--- src/rtl/page_sequencer.sv ---
// Page sequencer: turns a multi-page request into a stream of {block, page} row
// addresses and steers the external page-address timer. Optional abort: SEQ_ABORT_EN.
//
// state   | meaning
// IDLE    | waiting for Seq_Start; request inputs sampled here only
// LOAD    | clear timer to the first page of the request
// PRESENT | row address offered to the consumer, one page per accept
// DONE    | one-cycle Seq_Done pulse, then back to IDLE
module page_sequencer #(
    parameter int PAGE_BITS  = 6,
    parameter int BLOCK_BITS = 10,
    parameter int CNT_BITS   = 16
) (
    input  logic                          clk2,
    input  logic                          Reset,
    input  logic                          Seq_Start,
    input  logic [BLOCK_BITS-1:0]         Seq_StartBlock,
    input  logic [PAGE_BITS-1:0]          Seq_StartPage,
    input  logic [CNT_BITS-1:0]           Seq_NumPages,
`ifdef SEQ_ABORT_EN
    input  logic                          Seq_Abort,
    output logic                          Seq_Aborted,
`endif
    output logic                          Seq_Busy,
    output logic                          Seq_Done,
    output logic                          Row_Valid,
    input  logic                          Row_Ready,
    output logic [BLOCK_BITS+PAGE_BITS-1:0] Row_Addr,
    output logic                          Row_Last,
    output logic                          AddTimer_Ena,
    output logic                          AddTimer_Clear,
    output logic [PAGE_BITS-1:0]          AddTimer_StartValue,
    output logic [PAGE_BITS-1:0]          Rollover_Value,
    input  logic [PAGE_BITS-1:0]          CurrentAdd,
    input  logic                          AddTimer_Rollover
);

    typedef enum logic [1:0] {
        IDLE    = 2'd0,
        LOAD    = 2'd1,
        PRESENT = 2'd2,
        DONE    = 2'd3
    } state_t;

    state_t                state_q, state_d;
    logic [CNT_BITS-1:0]   remaining_q, remaining_d;
    logic [BLOCK_BITS-1:0] block_q, block_d;
    logic [PAGE_BITS-1:0]  start_page_q, start_page_d;
    logic                  is_last;

`ifdef SEQ_ABORT_EN
    logic aborted_q, aborted_d;
`endif

    assign Rollover_Value = {PAGE_BITS{1'b1}};
    assign is_last        = (remaining_q == CNT_BITS'(1));

    always_ff @(posedge clk2) begin
        if (Reset) begin
            state_q      <= IDLE;
            remaining_q  <= '0;
            block_q      <= '0;
            start_page_q <= '0;
        end else begin
            state_q      <= state_d;
            remaining_q  <= remaining_d;
            block_q      <= block_d;
            start_page_q <= start_page_d;
        end
    end

`ifdef SEQ_ABORT_EN
    always_ff @(posedge clk2) begin
        if (Reset) aborted_q <= 1'b0;
        else       aborted_q <= aborted_d;
    end

    assign Seq_Aborted = (state_q == DONE) && aborted_q;
`endif

    always_comb begin
        state_d             = state_q;
        remaining_d         = remaining_q;
        block_d             = block_q;
        start_page_d        = start_page_q;
        Seq_Busy            = (state_q != IDLE);
        Seq_Done            = 1'b0;
        Row_Valid           = 1'b0;
        Row_Addr            = '0;
        Row_Last            = 1'b0;
        AddTimer_Ena        = 1'b0;
        AddTimer_Clear      = 1'b0;
        AddTimer_StartValue = '0;
`ifdef SEQ_ABORT_EN
        aborted_d           = aborted_q;
`endif

        case (state_q)
            IDLE: begin
`ifdef SEQ_ABORT_EN
                aborted_d = 1'b0;
`endif
                if (Seq_Start) begin
                    if (Seq_NumPages != '0) begin
                        block_d      = Seq_StartBlock;
                        remaining_d  = Seq_NumPages;
                        start_page_d = Seq_StartPage;
                        state_d      = LOAD;
                    end else begin
                        state_d = DONE;
                    end
                end
            end

            LOAD: begin
`ifdef SEQ_ABORT_EN
                if (Seq_Abort) begin
                    aborted_d = 1'b1;
                    state_d   = DONE;
                end else
`endif
                begin
                    AddTimer_Clear      = 1'b1;
                    AddTimer_StartValue = start_page_q;
                    state_d             = PRESENT;
                end
            end

            PRESENT: begin
                Row_Valid = 1'b1;
                Row_Addr  = {block_q, CurrentAdd};
                Row_Last  = is_last;
                if (Row_Ready)
                    remaining_d = remaining_q - CNT_BITS'(1);
`ifdef SEQ_ABORT_EN
                // An abort still counts a coincident accept, but leaves the timer alone.
                if (Seq_Abort) begin
                    aborted_d = 1'b1;
                    state_d   = DONE;
                end else
`endif
                if (Row_Ready) begin
                    if (is_last) begin
                        state_d = DONE;
                    end else if (AddTimer_Rollover) begin
                        // Last page of the block: restart the timer and move to the next block.
                        AddTimer_Clear      = 1'b1;
                        AddTimer_StartValue = '0;
                        block_d             = block_q + BLOCK_BITS'(1);
                    end else begin
                        AddTimer_Ena = 1'b1;
                    end
                end
            end

            DONE: begin
                Seq_Done = 1'b1;
                state_d  = IDLE;
            end

            default: state_d = IDLE;
        endcase
    end

endmodule

--- config.mk ---
export PLATFORM = sky130hd
export DESIGN_NAME = page_sequencer
export DESIGN_NICKNAME = d
export VERILOG_FILES = /design/src/rtl/page_sequencer.sv
export SDC_FILE = /design/constraint.sdc
export NUM_CORES = 1
export LEC_CHECK = 0
export CORE_ASPECT_RATIO = 1.1
export CORE_MARGIN = 1
export CORE_UTILIZATION = 47
export DETAILED_ROUTE_END_ITERATION = 8
export PLACE_DENSITY = 0.84
export SYNTH_ARGS = -nofsm -noshare
export SYNTH_HDL_FRONTEND = slang
export SYNTH_SLANG_ARGS = --single-unit
export TNS_END_PERCENT = 100
--- constraint.sdc ---
create_clock -name clk2 -period 2.89 [get_ports clk2]
set_clock_uncertainty 0.2 [all_clocks]
set_input_delay 0.7225 -clock clk2 [delete_from_list [all_inputs] [get_ports clk2]]
set_output_delay 0.7225 -clock clk2 [all_outputs]
set_load 0.005 [all_outputs]
# After elaboration in Yosys (flattened, before gate mapping)

Index checks and enable logic that the tools add are counted.

Output and inout port bits: 34
Register bits: 34
Bits of input ports: 43

Mux-type cells: 28
Add/subtract/negate cells: 2
Reduce and logical (&&, ||, !) cells: 8
Equal/unequal tests: 10

Operators with widths:

| kind                                               | number |
|---|---|
| 2-to-1 mux 16 bit                                  | 4 |
| 2-to-1 mux 10 bit                                  | 5 |
| one-hot mux 16 bit (2 select lines)                | 1 |
| one-hot mux 10 bit (2 select lines)                | 1 |
| == test 16 x 1 -> 1 bit, second input constant     | 1 |
| nonzero test 16 bit                                | 1 |
| subtractor 16 x 1 -> 16 bit, second input constant | 1 |
| inequality test 2 bit, second input constant       | 6 |
| adder 10 x 1 -> 10 bit, second input constant      | 1 |
| 2-to-1 mux 1 bit                                   | 10 |
| 2-to-1 mux 2 bit                                   | 4 |
| one-hot mux 2 bit (4 select lines)                 | 1 |
| 2-to-1 mux 6 bit                                   | 1 |
| AND reduction 3 bit                                | 2 |
| AND reduction 6 bit                                | 1 |
| == test 2 bit, second input constant               | 2 |
| AND reduction 4 bit                                | 1 |
| nonzero test 2 bit                                 | 2 |
| == test 2 x 1 -> 1 bit, second input constant      | 1 |
| logical NOT 2 bit                                  | 1 |
| one-hot mux 1 bit (2 select lines)                 | 1 |

# Depth between registers and ports, before layout

Depth in word-level cells: 5
Gate-level depth with buffers: 10
Depth with buffers taken out: 7

# Worst setup path before layout

No wires, ideal clock.

Kind: register -> output
From: reg remaining_q[2]
To: out AddTimer_Clear
Arrival time: 1.702 ns
Data required time: 1.967 ns
Slack: 0.266 ns
Stages on the path, launching flop included: 7
Path through: dfxtp_1 > or4_1 > buf_2 > o41ai_4 > buf_6 > nor2_1 > o21a_1

Longest elaborated chain between the ends: 4

Ends and longest elaborated chain:

| what                               | RTL line | source |
|---|---|---|
| start, declared                    | 46       | `logic [CNT_BITS-1:0] remaining_q, remaining_d;` |
| start signal, assigned             | 66       | `remaining_q <= remaining_d;` |
| == test 16 x 1 -> 1 bit            | 56       | `assign is_last = (remaining_q == CNT_BITS'(1));` |
| 2-to-1 mux 1 bit                   | 143      | `if (is_last) begin` |
| 2-to-1 mux 1 bit                   | 142      | `if (Row_Ready) begin` |
| one-hot mux 1 bit (2 select lines) | 98       | `case (state_q)` |
| end, declared                      | 31       | `output logic AddTimer_Clear,` |

Every way passes these cells.

# Final worst setup path

From: reg remaining_q[8]
To: out AddTimer_Clear

Same word-level chain as after synthesis.

==> run metrics <==
status=complete, but fails checks; failing checks=setup timing; vias in the first global route=2577; worst setup path category=reg -> out; DR vias/cell=5.781; Worst-path clk slew=0.07 ns; #FFs+latches synth=34; ys async rst share=0; reg2reg start=remaining_q[0]$_SDFFE_PP0P_; crit-path max cell delay=0.55 ns; vias=2671; LEAKAGE=1.335 nW; RSZ-0062 raised after global routing=true; Area Overhead vs Synth=43.05%; CTS tree=done; TritonCTS Sinks=34; Core Box Area=4966 um2; final setup fails=1; Synth Cell Area=2421 um2; Mean Syn Cell Area=7.637 um2; crit end category=output pin; residual DRC count=0; Flop pwr share=0.352; Final Hold Viols=0; EDFF count, synth=0; ratio of cells with drive above 1 in the final layout=0.1683; R2R cell count=7; Comb power frac=0.441; Worst EP arrival=2.05 ns; post-synth top area share=0.2811; Max stage delay cell, worst path=or4_4; crit path max fanout=3; Worst EP required=1.97 ns; Initial Utilization=0.4875; clock buffer depth=2; Clk pwr share=0.206; hold buffer count at CTS=0; Sw Ratio=0.3683; Root Buffer=clkbuf_8; Net Switching=0.0006526 W; WHS Endpoint=remaining_q[1]$_SDFFE_PP0P_; Syn Inst Count=317; post-route setup slack=-0.08127 ns; die width=70.43 um; Worst Hold Class=reg -> reg; dpl hpwl=4835 um; fin crit period=2.971 ns; Rows=27; dominant synthesized flop cell=dfxtp_1; Max Cap Viol=0; fin crit share=1.028; Hold Path Origin=remaining_q[1]$_SDFFE_PP0P_; worst setup path startpoint=remaining_q[8]$_SDFFE_PP0P_; reg2reg end=remaining_q[14]$_SDFFE_PP0P_; cell area power density=511.6 nW/um2; drt first pass iters=5; Setup TNS=-0.08127 ns; die area=5442 um2; final slew viol count=0; crit path cell chain=or4_4, buf_6, o41ai_4, nor2_1, o21a_1, clkbuf_2; relative slew slack=0.6398; num ports=77; NumNets Final=454; most common cell after layout, fill and taps aside=clkdlybuf4s50_1; post-synth top area cell=dfxtp_1; DRT Wirelength=6962 um; fill count=406; final core occ=0.6974; clk_lat worst skew=0.29 ns; Worst VDD drop=329.3 uV; Avg WL per Cell=15.07 um; Worst Hold Depth=2; diode count=0; fin area=3463 um2; Yosys cell types=54; f_max=0.3366 GHz; Internal=0.001119 W; number of buffers created by CTS=5; Post-DP Area=3306 um2; largest net degree at the start of global routing=36; critical path's top delay family=simple AND/OR/NAND/NOR gates; CP Launch Type=register; IO Port Bufs=70; Least-Margin Pin Slew=0.5359 ns; reg-to-reg slack, setup=0.25 ns; DRT iter0 DRCs=202; Synthesis Warnings=0; global-route wire length before repair=11270 um; H-tree Lvls=2; post-route antenna net violation count=0; global placement routability congestion=0.8562; gr usage total=0.2529; Seq/Total Area, Yosys=0.2811; initial antenna violation count=0; total gr overflow=0; most area-consuming cells after synthesis=dfxtp_1 28%, o21ai_0 6.8%, a21oi_1 6.4%; die height=77.28 um; CP Buf/Inv Count=2; commonest cells after routing, fill and taps aside=66 x clkdlybuf4s50_1, 32 x o21ai_0, 31 x a21oi_1, 31 x dfxtp_1, 30 x buf_4
## power by group through the flow
stage                     clock network, W  logic, W  registers, W
after floorplan                          0  0.000458      0.000613
after global placement                   0  0.000707      0.000621
after detailed placement                 0  0.000723      0.000627
after CTS                         0.000368  0.000748      0.000618
after global routing              0.000391  0.000851      0.000633
final                             0.000366  0.000782      0.000625
## area by class of cell
cell class | count | area, um2 | share of cell area
sequential | 34 | 684.4 | 0.1976
clock buffer | 7 | 86.33 | 0.02493
tap | 58 | 72.57 | 0.02095
multi-input combinational | 250 | 1613 | 0.4657
clock inverter | 1 | 5.005 | 0.001445
timing repair buffer | 104 | 972.2 | 0.2807
inverter | 8 | 30.03 | 0.008671
## routing by layer
metal  GRT usage  vias up  wire [um]
met3     0.05256       14        466
li1            -     1304          -
met4     0.08200        0        102
met5           0        -          0
met1      0.3177     1236       3045
met2      0.4267      117       3348
## logic make-up after synthesis
family,count (synthesis),share of synthesized area
other,1,0.001549
AO/OA/AOI/OAI,96,0.2481
AND/OR/NAND/NOR,130,0.3132
adder cells (fa/ha/maj),8,0.04135
multiplexers,10,0.04238
flip-flops,34,0.2811
buffers and inverters,38,0.07235
## flip-flops by register name (all words and copies together), names as in the netlist
register      count
remaining_q      16
state_q           2
start_page_q      6
block_q          10
## worst max path at each step
stage | end | slack, ns | cells past startpoint
5_1_grt | AddTimer_Clear | -0.13 | 6
2_1_floorplan | AddTimer_Clear | 0.27 | 6
6_report | AddTimer_Clear | -0.08 | 6
3_5_place_dp | AddTimer_Ena | -0.17 | 4
3_3_place_gp | AddTimer_Ena | -0.20 | 4
4_1_cts | AddTimer_Clear | -0.12 | 7
## metrics by stage
step                      power, W  hold WS [ns]  setup WS (ns)  cells
after floorplan           0.001071        0.2397         0.2658    322
after global placement    0.001328        0.2511        -0.1981    448
after detailed placement  0.001350        0.2620        -0.1702    448
after CTS                 0.001734        0.2722        -0.1243    459
after global routing      0.001875        0.3022        -0.1335    462
final                     0.001772        0.2719       -0.08127    462
## synth_stat cells (9+ instances only)
cell / number
nor4_1: 9
clkbuf_1: 20
a21oi_1: 31
nor2b_1: 12
nor3_1: 14
nand2_1: 15
o21ai_0: 33
nor2_1: 19
and2_1: 23
dfxtp_1: 34
## worst min-delay path, stage by stage, from the launching register on
cell and delay, ns:
dfxtp_2 0.33, nand2_1 0.05, a21oi_1 0.05
## what timing repair did
| action | 4_1_cts | 5_1_grt |
|---|---|---|
| pin swaps | 4 | 6 |
| gates resized for setup | 6 | 17 |
| endpoints found under the setup margin | 3 | 3 |
| setup buffers | 3 | 3 |
Note: power is estimated with default switching activity, not from simulation.
